$ cat config.mk
export PLATFORM = sky130hd
export DESIGN_NAME = wave_ctrl
export DESIGN_NICKNAME = d
export VERILOG_FILES = /design/src/rtl/wave_pkg.sv /design/src/rtl/btn_edge.sv /design/src/rtl/wave_ctrl.sv
export SDC_FILE = /design/constraint.sdc
export NUM_CORES = 1
export LEC_CHECK = 0
export ABC_AREA = 1
export BUFFER_PORTS_ARGS = -buffer_cell sky130_fd_sc_hd__buf_2
export CAP_MARGIN = 20
export CORE_MARGIN = 8
export CORE_UTILIZATION = 60
export CTS_BUF_LIST = sky130_fd_sc_hd__clkbuf_2 sky130_fd_sc_hd__clkbuf_4 sky130_fd_sc_hd__clkbuf_8
export DETAILED_ROUTE_END_ITERATION = 7
export GPL_ROUTABILITY_DRIVEN = 0
export HOLD_SLACK_MARGIN = 0.08
export PLACE_DENSITY = 0.81
export SLEW_MARGIN = 0
export SYNTH_ARGS = -nofsm -noshare
export SYNTH_HDL_FRONTEND = slang
export SYNTH_SLANG_ARGS = --single-unit
$ cat constraint.sdc
create_clock -name i_clk -period 2.85 [get_ports i_clk]
set_input_delay 0.285 -clock i_clk [delete_from_list [all_inputs] [get_ports i_clk]]
set_output_delay 0.285 -clock i_clk [all_outputs]
set_load 0.1 [all_outputs]
$ cat src/rtl/wave_pkg.sv
// Shared types and helpers for the wave controller.
package wave_pkg;

   typedef enum logic [1:0] {
      SAW       = 2'd0,
      SQUARE    = 2'd1,
      TRIANGLE  = 2'd2,
      RAMP_DOWN = 2'd3
   } wave_e;

   localparam int WAVE_W = 2;

   function automatic wave_e next_wave(input wave_e cur);
      return wave_e'(cur + 2'd1);
   endfunction

endpackage

$ cat src/rtl/btn_edge.sv
// Falling-edge detector for an active-low debounced button; one press per low level.
module btn_edge (
   input  logic i_clk,
   input  logic i_rst,
   input  logic i_btn_n,
   output logic o_press
);

   logic hist;

   always_ff @(posedge i_clk) begin
      if (i_rst) hist <= 1'b1;
      else       hist <= i_btn_n;
   end

   assign o_press = ~i_btn_n & hist;

endmodule

$ cat src/rtl/wave_ctrl.sv
// Button-driven wave selector and frequency index feeding a phase accumulator
// with a registered waveform sample stage.
module wave_ctrl
   import wave_pkg::*;
#(
   parameter int ACC_W     = 24,
   parameter int ADDR_W    = 8,
   parameter int NUM_STEPS = 16,
   parameter int INC_UNIT  = 1024
) (
   input  logic                         i_clk,
   input  logic                         i_rst,
   input  logic                         i_mode_n,
   input  logic                         i_up_n,
   input  logic                         i_dn_n,
   input  logic                         i_en,
   output logic [WAVE_W-1:0]            o_wave_sel,
   output logic [$clog2(NUM_STEPS)-1:0] o_freq_idx,
   output logic                         o_wrap,
   output logic [ADDR_W-1:0]            o_sample
);

   localparam int IDX_W = $clog2(NUM_STEPS);
   localparam logic [IDX_W-1:0] IDX_MAX = IDX_W'(NUM_STEPS - 1);

   logic mode_press, up_press, dn_press;

   btn_edge u_mode (.i_clk(i_clk), .i_rst(i_rst), .i_btn_n(i_mode_n), .o_press(mode_press));
   btn_edge u_up   (.i_clk(i_clk), .i_rst(i_rst), .i_btn_n(i_up_n),   .o_press(up_press));
   btn_edge u_dn   (.i_clk(i_clk), .i_rst(i_rst), .i_btn_n(i_dn_n),   .o_press(dn_press));

   wave_e             wave_sel;
   logic [IDX_W-1:0]  freq_idx;
   logic [ACC_W-1:0]  acc;
   logic [ACC_W-1:0]  inc;
   logic [ACC_W:0]    sum;
   logic [ADDR_W-1:0] phase, tri_v, shape;

   // Increment is derived from the registered index, so a new index
   // takes effect one cycle after it registers.
   assign inc = ACC_W'((32'(freq_idx) + 32'd1) * 32'(INC_UNIT));
   assign sum = {1'b0, acc} + {1'b0, inc};

   always_ff @(posedge i_clk) begin
      if (i_rst) begin
         wave_sel <= SAW;
         freq_idx <= '0;
         acc      <= '0;
         o_wrap   <= 1'b0;
         o_sample <= '0;
      end else begin
         if (mode_press) wave_sel <= next_wave(wave_sel);
         // Simultaneous up and down cancel out.
         if (up_press && !dn_press && freq_idx != IDX_MAX)
            freq_idx <= freq_idx + 1'b1;
         else if (dn_press && !up_press && freq_idx != '0)
            freq_idx <= freq_idx - 1'b1;
         if (i_en) acc <= sum[ACC_W-1:0];
         o_wrap   <= i_en & sum[ACC_W];
         o_sample <= shape;
      end
   end

   assign phase = acc[ACC_W-1 -: ADDR_W];
   assign tri_v = {phase[ADDR_W-2:0], 1'b0};

   always_comb begin
      shape = phase;
      case (wave_sel)
         SAW:       shape = phase;
         SQUARE:    shape = {ADDR_W{phase[ADDR_W-1]}};
         TRIANGLE:  shape = phase[ADDR_W-1] ? ~tri_v : tri_v;
         RAMP_DOWN: shape = ~phase;
         default:   shape = phase;
      endcase
   end

   assign o_wave_sel = wave_sel;
   assign o_freq_idx = freq_idx;

endmodule

After elaboration in Yosys (flattened, before gate mapping)

Index checks and enable logic that the tools add are counted.

Register bits: 42
Input port bits: 6
Output and inout bits: 15

Add/sub/neg operators: 5
Eq/ne operators: 4
Muxes and demuxes: 4
Bitwise operators: 9
Reductions and logical operators: 9

Operators with widths:

| kind                                                               | count |
|---|---|
| 8-bit case mux with 4 select lines                                 | 1 |
| 24-bit by 15-bit adder with 25-bit output                          | 1 |
| 8-bit inverter                                                     | 2 |
| 4-bit 2-to-1 mux                                                   | 2 |
| 8-bit 2-to-1 mux                                                   | 1 |
| 4-bit by 1-bit adder with 5-bit output, second input constant      | 1 |
| 4-bit by 1-bit adder with 4-bit output, second input constant      | 1 |
| 1-bit AND                                                          | 4 |
| 2-bit == test, second input constant                               | 2 |
| 1-bit logical AND                                                  | 4 |
| 4-bit != test, second input constant                               | 1 |
| 4-bit nonzero test                                                 | 1 |
| 4-bit by 1-bit subtractor with 4-bit output, second input constant | 1 |
| 1-bit inverter                                                     | 3 |
| 2-bit by 1-bit adder with 2-bit output, second input constant      | 1 |
| 2-bit by 1-bit == test with 1-bit output, second input constant    | 1 |
| 1-bit zero test                                                    | 2 |
| 2-bit zero test                                                    | 1 |
| 2-bit nonzero test                                                 | 1 |

Depth between registers and ports, before layout

Gate-level depths: netlist (run 1).

Word-level depth: 7
Depth in mapped cells: 12

Hierarchy

A second synthesis (run 1) with hierarchy kept.

Cells, all modules: 283
Area, all modules: 1886.8 µm²

Modules (own cells, without submodules):

| module    | instances | cells each | area an instance (µm²) | seq. area each (µm²) |
|---|---|---|---|---|
| wave_ctrl | 1         | 265        | 1770.4                 | 580.6 |
| btn_edge  | 3         | 6          | 38.8                   | 20.0 |

Worst setup path after synthesis (run 1)

OpenSTA, ideal clock, no wires.

Kind: register to register
Start: reg freq_idx[0], in the netlist o_freq_idx[0]
End: reg acc[16]
Setup time: 113 ps
Data arrival time: 2510 ps
Required time: 2737 ps
Setup slack: 228 ps
Cell stages (with the launch flop): 12
Path buffers: 0
Period minus slack after synthesis: 2622 ps
Cells stage by stage: dfxtp_1 > inv_1 > ha_1 > fa_1 > nand2_1 > nand2_1 > nand3b_1 > nand2_2 > nand2_1 > nand2_1 > nand2_1 > nor2_1

Cells in the longest elaborated chain, start to end: 2

RTL lines:

| element                                   | RTL line        | text |
|---|---|---|
| start, declared                           | wave_ctrl.sv:33 | `logic [IDX_W-1:0] freq_idx;` |
| start signal, assigned                    | wave_ctrl.sv:55 | `freq_idx <= freq_idx + 1'b1;` |
| start signal, assigned                    | wave_ctrl.sv:57 | `freq_idx <= freq_idx - 1'b1;` |
| 4-bit by 1-bit adder with 5-bit output    | wave_ctrl.sv:41 | `assign inc = ACC_W'((32'(freq_idx) + 32'd1) * 32'(INC_UNIT));` |
| via inc[10]                               | wave_ctrl.sv:35 | `logic [ACC_W-1:0] inc;` |
| 24-bit by 15-bit adder with 25-bit output | wave_ctrl.sv:42 | `assign sum = {1'b0, acc} + {1'b0, inc};` |
| end signal, assigned                      | wave_ctrl.sv:58 | `if (i_en) acc <= sum[ACC_W-1:0];` |
| end, declared                             | wave_ctrl.sv:34 | `logic [ACC_W-1:0] acc;` |

The timed path passes the listed nets, and every way through them passes these cells.
A chain may end at the register's enable or synchronous reset.

Worst setup path in the final report (run 1)

Start: reg freq_idx[0], in the netlist o_freq_idx[0]
End: reg acc[18]

The elaborated chain is that of the path after synthesis.

==> flow_summary.yaml, run 1 <==
clock_tree:
  cts_tree: "done"
  clock_path_buffers: 2
  cts_resized: 0
  ctsHtreeMaxLevel: 2
  cts-root-buf: "clkbuf_4"
  post-cts-setup-buffers: 0
  cts_hold_buffers: 0
  clkTransAtPathRegs_ps: 110
  clock_sinks: 32
  numCtsBuffers: 5
  clk_latency_ps: 340
detailed_routing:
  wl_mm: 3.83
  dr.pass1.iters: 4
  wl_per_cell_microns: 11.7
  antenna_left: 0
  via_count: 1680
  drtIter0Drc: 135
  drc: 0
  viasPerCell: 5.14
die:
  core_area_sq_mm: 0.00303
  row_count: 20
  start_util: 0.626
  die_area_sq_mm: 0.00522
  die-height_microns: 72.2
  die_w_microns: 72.2
  io_pins: 21
sta:
  hold_violations: 0
  slew_violations: 0
  tns_ps: 0
  fin_crit_sh: 0.730
  rsz0062_at_grt: "no"
  period_needed_ps: 2080
  hold_ws_ps: 120
  fmax_mhz: 481
  fin_ws_ps: 770
  setup-violations-final: 0
  slew_headroom: 0.533
  tightest_slew_ps: 699
  clock-skew-final_ps: 14.3
critical_path:
  r2r_slack_ps: 770
  critPathTopFamily: "adder cells"
  critPathKind: "register to register"
  crit_buf_inv: 1
  slowest_stage: "dfxtp_1"
  cp-start-kind: "register"
  max_stage_delay_ps: 490
  crit_chain: "inv_1, ha_1, fa_1, nand2_1, nand2_1, nand3b_1, nand2_2, nand2_1, o21ai_0, nor2_1"
  critPathMostFrequentCell: "nand2_1"
  cp_max_fo: 8
  cp-end-kind: "register"
  cp_data_required_time_ps: 3140
  arrival_ps: 2370
cells_and_area:
  fillers: 274
  layout_common_cells: "52 x nand2_1, 37 x inv_1, 32 x dfxtp_1, 31 x nor2_1"
  synthToLayoutAreaGrowth_pct: 10.2
  drive_gt1_frac: 0.138
  final_common_cell: "nand2_1"
  layout.nets: 304
  antenna_cells: 0
  design_area_sq_mm: 0.00209
power:
  p_per_area_mw_per_mm2: 604
  ir_drop_uv: 446
  leakagePower_nw: 1.02
yosys:
  synth_simple_gate_area_frac: 0.286
  syn_area_per_cell_sq_um: 7.21
  synth_flop_cell: "dfxtp_1"
  synth_compound_gate_area_share: 0.140
  synth_top_family_by_area: "simple AND/OR/NAND/NOR gates"
  syn_nets: 285
  syn_area_sq_mm: 0.00190
  synth_area_leaders: "dfxtp_1 34%, nand2_1 10%, ha_1 9.2%"
  syn-instance-count: 263
  synth_top_area_cell: "dfxtp_1"
  seq_area_frac_synth: 0.338
  ys_ff_latch: 32
  async_flop_share: 0
  synth.distinct_cells: 29
  ys_warn_count: 0
  synth_top_area_share: 0.338
  synth_mux_area_frac: 0
  yosys.area_share.adder: 0.113
  synth_edf_count: 0
  synth_xor_area_frac: 0.0277
flow_run:
  maxCapViolations: 0
worst_hold_path:
  min_path_type: "input port to register"
status:
  status: "completed"
placed_design:
  place_area_sq_mm: 0.00201
  place_ws_ps: 754
  io_buffers: 20
  place_hpwl_mm: 2.78
global_route:
  grt_pass1_wl_mm: 6.42
  grtUsageTotal: 0.153
  grt_pass1_vias: 1467
  grt.overflow.total: 0
  grt_max_degree: 25
  antenna_found_initial: 0
[per-layer routing]
layer  GRT usage  wire (microns)  up-vias
li1            -               -      897
met1       0.190            1840      735
met2       0.240            1670       41
met3      0.0523             252        7
met4      0.0499              57        0
met5           0               0        -
[area by class of cell]
class	instances	area, sq um	area share
multi-input combinational	186	1070	0.514
sequential	32	641	0.307
inverter	37	139	0.0665
timing repair buffer	20	100	0.0479
tap	44	55.1	0.0263
clock buffer	6	45.0	0.0216
clock inverter	2	35.0	0.0168
[synth_stat cells (2+ instances only)]
master / instances
a221oi_1: 2
a31oi_1: 4
o21ai_0: 20
xnor2_1: 2
nor2_1: 31
nand3_2: 3
a21oi_1: 17
buf_4: 2
ha_1: 14
nand2_1: 52
xor2_1: 4
a22oi_1: 4
fa_1: 2
nand3_1: 14
nand4_1: 6
inv_1: 37
dfxtp_1: 32
buf_2: 4
nor3_2: 2
nand2_2: 2
[kinds of logic after synthesis]
family,count (synthesis)
XOR/XNOR,6
adder cells (fa/ha/maj),16
flip-flops,32
AND/OR/NAND/NOR,116
buffers and inverters,45
AO/OA/AOI/OAI,48
[power by group]
part	total, mW	switching [mW]	internal [mW]	leakage [nW]
registers	0.511	0.0304	0.480	0.263
clock network	0.353	0.160	0.193	0.0456
logic	0.397	0.292	0.105	0.715
[registers in the layout, summed over array words and instances (netlist names)]
name and cells:
o_freq_idx 4, u_mode.hist 1, o_sample 8, u_up.hist 1, u_dn.hist 1, o_wrap 1, acc 14, o_wave_sel 2
[worst min-delay path, cell delays in order]
cell	delay, ps
buf_2	70
inv_1	40
nand2_1	40
[per-stage QoR]
| step | instances | total power, mW | utilization |
|---|---|---|---|
| final | 327 | 1.26 | 0.690 |
| after floorplan | 263 | 0.854 | - |
| after detailed placement | 319 | 0.918 | 0.664 |
| after global routing | 327 | 1.33 | 0.690 |
| after global placement | 319 | 0.915 | 0.664 |
| after CTS | 327 | 1.27 | 0.690 |
[final timing paths]
path / from / to / depth (start not counted)
hold reg to reg: acc[10] / acc[10] / 2
setup / recovery: o_freq_idx[0] / acc[18] / 10
setup reg to reg: o_freq_idx[0] / acc[18] / 10
hold / removal: i_mode_n / u_mode.hist / 3
Note: power is estimated with default switching activity, not from simulation.
==> run 2, diff against run 1 <==
--- a/config.mk
+++ b/config.mk
@@ -5,16 +5,16 @@
 export SDC_FILE = /design/constraint.sdc
 export NUM_CORES = 1
 export LEC_CHECK = 0
-export ABC_AREA = 1
+export ABC_AREA = 0
 export BUFFER_PORTS_ARGS = -buffer_cell sky130_fd_sc_hd__buf_2
 export CAP_MARGIN = 20
 export CORE_MARGIN = 8
-export CORE_UTILIZATION = 60
+export CORE_UTILIZATION = 54
 export CTS_BUF_LIST = sky130_fd_sc_hd__clkbuf_2 sky130_fd_sc_hd__clkbuf_4 sky130_fd_sc_hd__clkbuf_8
 export DETAILED_ROUTE_END_ITERATION = 7
 export GPL_ROUTABILITY_DRIVEN = 0
 export HOLD_SLACK_MARGIN = 0.08
-export PLACE_DENSITY = 0.81
+export PLACE_DENSITY = 0.78
 export SLEW_MARGIN = 0
 export SYNTH_ARGS = -nofsm -noshare
 export SYNTH_HDL_FRONTEND = slang
==> constraint.sdc (replaced) <==
create_clock -name i_clk -period 1.8 [get_ports i_clk]
set_input_delay 0.18 -clock i_clk [delete_from_list [all_inputs] [get_ports i_clk]]
set_output_delay 0.18 -clock i_clk [all_outputs]
set_load 0.1 [all_outputs]
==> flow_summary.yaml, run 2 <==
yosys:
  synth.distinct_cells: 41
  ys_warn_count: 0
  synth.most_common_cell: "dfxtp_1"
  synth_flop_cell: "dfxtp_1"
  synth_top_area_cell: "dfxtp_1"
  seq_area_frac_synth: 0.354
  synthTopCellsByCount: "32 x dfxtp_1, 20 x a21oi_1, 14 x ha_1, 14 x inv_1, 10 x nor2_1"
  async_flop_share: 0
  syn-instance-count: 197
  syn_area_sq_mm: 0.00181
  synth_edf_count: 0
  synth_top_area_share: 0.354
  synth_area_leaders: "dfxtp_1 35%, ha_1 9.7%, a21oi_1 5.5%"
  syn_nets: 219
  ys_ff_latch: 32
  syn_area_per_cell_sq_um: 9.20
power:
  leakagePower_nw: 1.02
  p_per_area_mw_per_mm2: 954
  switching_share: 0.360
  ir_drop_uv: 941
  power.share.clock: 0.269
  power_frac_comb: 0.377
  switching_power_uw: 828
  seqPwrFrac: 0.355
  p_int_mw: 1.47
  totalPowerFinal_mw: 2.30
cells_and_area:
  drive_gt1_frac: 0.390
  layout.nets: 267
  design_area_sq_mm: 0.00241
  synthToLayoutAreaGrowth_pct: 33.1
  final_util: 0.734
  final_common_cell: "dfxtp_1"
  largest-register: "acc"
  largest_register_ff_count: 14
  layout_common_cells: "26 x dfxtp_1, 23 x buf_4, 20 x buf_2, 16 x a21oi_1, 12 x inv_1"
  antenna_cells: 0
critical_path:
  cp_max_fo: 5
  slowest_stage: "a2111oi_4"
  r2r_start: "o_freq_idx[0]"
  crit_buf_inv: 1
  max_stage_delay_ps: 380
  critPathKind: "register to register"
  cp-end-kind: "register"
  critPathTopFamily: "adder cells"
  cp_data_required_time_ps: 2010
  r2r-end: "acc[23]"
  r2r_slack_ps: -230
  arrival_ps: 2240
  reg2regPathDepth: 8
  cp-start-kind: "register"
  crit_chain: "ha_4, xor2_1, ha_1, and3_4, a2111oi_4, buf_4, or4_1, a21oi_1"
placed_design:
  io_buffers: 20
  place_ws_ps: -247
  place_hpwl_mm: 2.81
  place_area_sq_mm: 0.00214
die:
  die_area_sq_mm: 0.00546
  die_w_microns: 73.9
  die-height_microns: 73.9
  row_count: 21
  start_util: 0.552
  io_pins: 21
  core_area_sq_mm: 0.00328
detailed_routing:
  drc: 0
  dr.pass1.iters: 4
  drtIter0Drc: 82
  viasPerCell: 5.58
  via_count: 1630
  wl_per_cell_microns: 14.0
  wl_mm: 4.08
  antenna_left: 0
flow_run:
  maxCapViolations: 0
sta:
  fin_crit_sh: 1.13
  tightest_slew_ps: 608
  slew_headroom: 0.595
  rsz0062_at_grt: "yes"
  hold_violations: 0
  period_needed_ps: 2030
  setup-violations-final: 13
  fmax_mhz: 493
  clock-skew-final_ps: 17.6
  fin_ws_ps: -230
  slew_violations: 0
  tns_ps: -2360
clock_tree:
  cts_tree: "done"
  numCtsBuffers: 5
  clock_sinks: 32
  cts-root-buf: "clkbuf_4"
  clkTransAtPathRegs_ps: 100
  clk_latency_ps: 340
  clock_path_buffers: 2
  ctsHtreeMaxLevel: 2
global_route:
  grt.overflow.total: 0
  grt_pass1_vias: 1480
  gr-usage-met2: 0.245
  antenna_found_initial: 0
  use_met1: 0.202
  grtUsageTotal: 0.157
  grt_pass1_wl_mm: 6.78
  grtUsageMet3: 0.0409
  grt_max_degree: 34
  grt-busiest-layer: "met2"
worst_hold_path:
  hold_depth: 2
  hold_end: "acc[12]"
  min_path_type: "input port to register"
  holdCritStartpoint: "i_en"
status:
  violations: "negative setup slack"
  status: "finished, violations left"
run 2: changes by cell type in the layout (fill, tap and decap cells not counted), sizes merged, moves of 5 or more:
cell    before  now
buf         20   44
inv         37   14
o21ai       20    9
a21boi       0    6
nand2       55    9
nand3       18    6
a221oi       2    7
or3          0    8
nand4        6    1
nor2        33   10
run 2: layer usage:
layer  wire length, microns  vias to the layer above
li1                       -                      806
met1                   1920                      778
met2                   1860                       39
met3                    223                        7
met4                     72                        0
met5                      0                        -
run 2: power groups by stage:
stage | Clock [mW] | Sequential (mW) | Combinational (mW)
final | 0.618 | 0.816 | 0.867
after CTS | 0.628 | 0.816 | 0.850
after floorplan | 0 | 1.08 | 0.333
after global placement | 0 | 0.830 | 0.775
after global routing | 0.665 | 0.824 | 0.925
after detailed placement | 0 | 0.832 | 0.794
run 2: worst max-delay path by stage:
stage | from | endpoint | cells after the start
after floorplan | o_freq_idx[0] | o_freq_idx[3] | 9
after global placement | u_up.hist | o_freq_idx[3] | 8
after detailed placement | o_freq_idx[1] | acc[16] | 8
after CTS | o_freq_idx[0] | o_freq_idx[3] | 9
after global routing | o_freq_idx[0] | o_freq_idx[3] | 9
final | o_freq_idx[0] | acc[23] | 8
run 2: worst reg2reg max path: stages (launching register included):
cell and delay, ps:
dfxtp_4 370, ha_4 160, xor2_1 140, ha_1 320, and3_4 190, a2111oi_4 380, buf_4 200, or4_1 100
a21oi_1 60
run 2: stage by stage:
stage | hold slack [ps] | std cells
2_1_floorplan | 287 | 197
3_3_place_gp | 377 | 276
3_5_place_dp | 384 | 276
4_1_cts | 211 | 291
5_1_grt | 226 | 292
6_report | 208 | 292
run 2: repair_timing:
item | 4_1_cts | 5_1_grt
cloned | 2 | 0
endpoints found under the hold margin | 3 | 0
buffers inserted | 3 | 1
endpoints found under the setup margin | 14 | 14
hold buffers | 3 | 0
gates resized for setup | 12 | 11
pin swaps | 15 | 14
run 2: kinds of logic (layout without fill, tap and decap cells):
group / after synthesis / count (layout) / synth area share
fa+ha+maj: 16 / 16 / 0.119
mux: 4 / 4 / 0.0228
compound gates: 57 / 58 / 0.216
simple gates: 55 / 55 / 0.172
buf+inv: 21 / 69 / 0.0587
xor+xnor: 12 / 12 / 0.0580
flops: 32 / 32 / 0.354
run 2: area by class of cell:
class	count	area (sq um)
inverter	14	55.1
sequential	32	663
clock buffer	7	65.1
fill	225	872
tap	46	57.6
timing repair buffer	47	314
clock inverter	1	30.0
multi-input combinational	145	1230
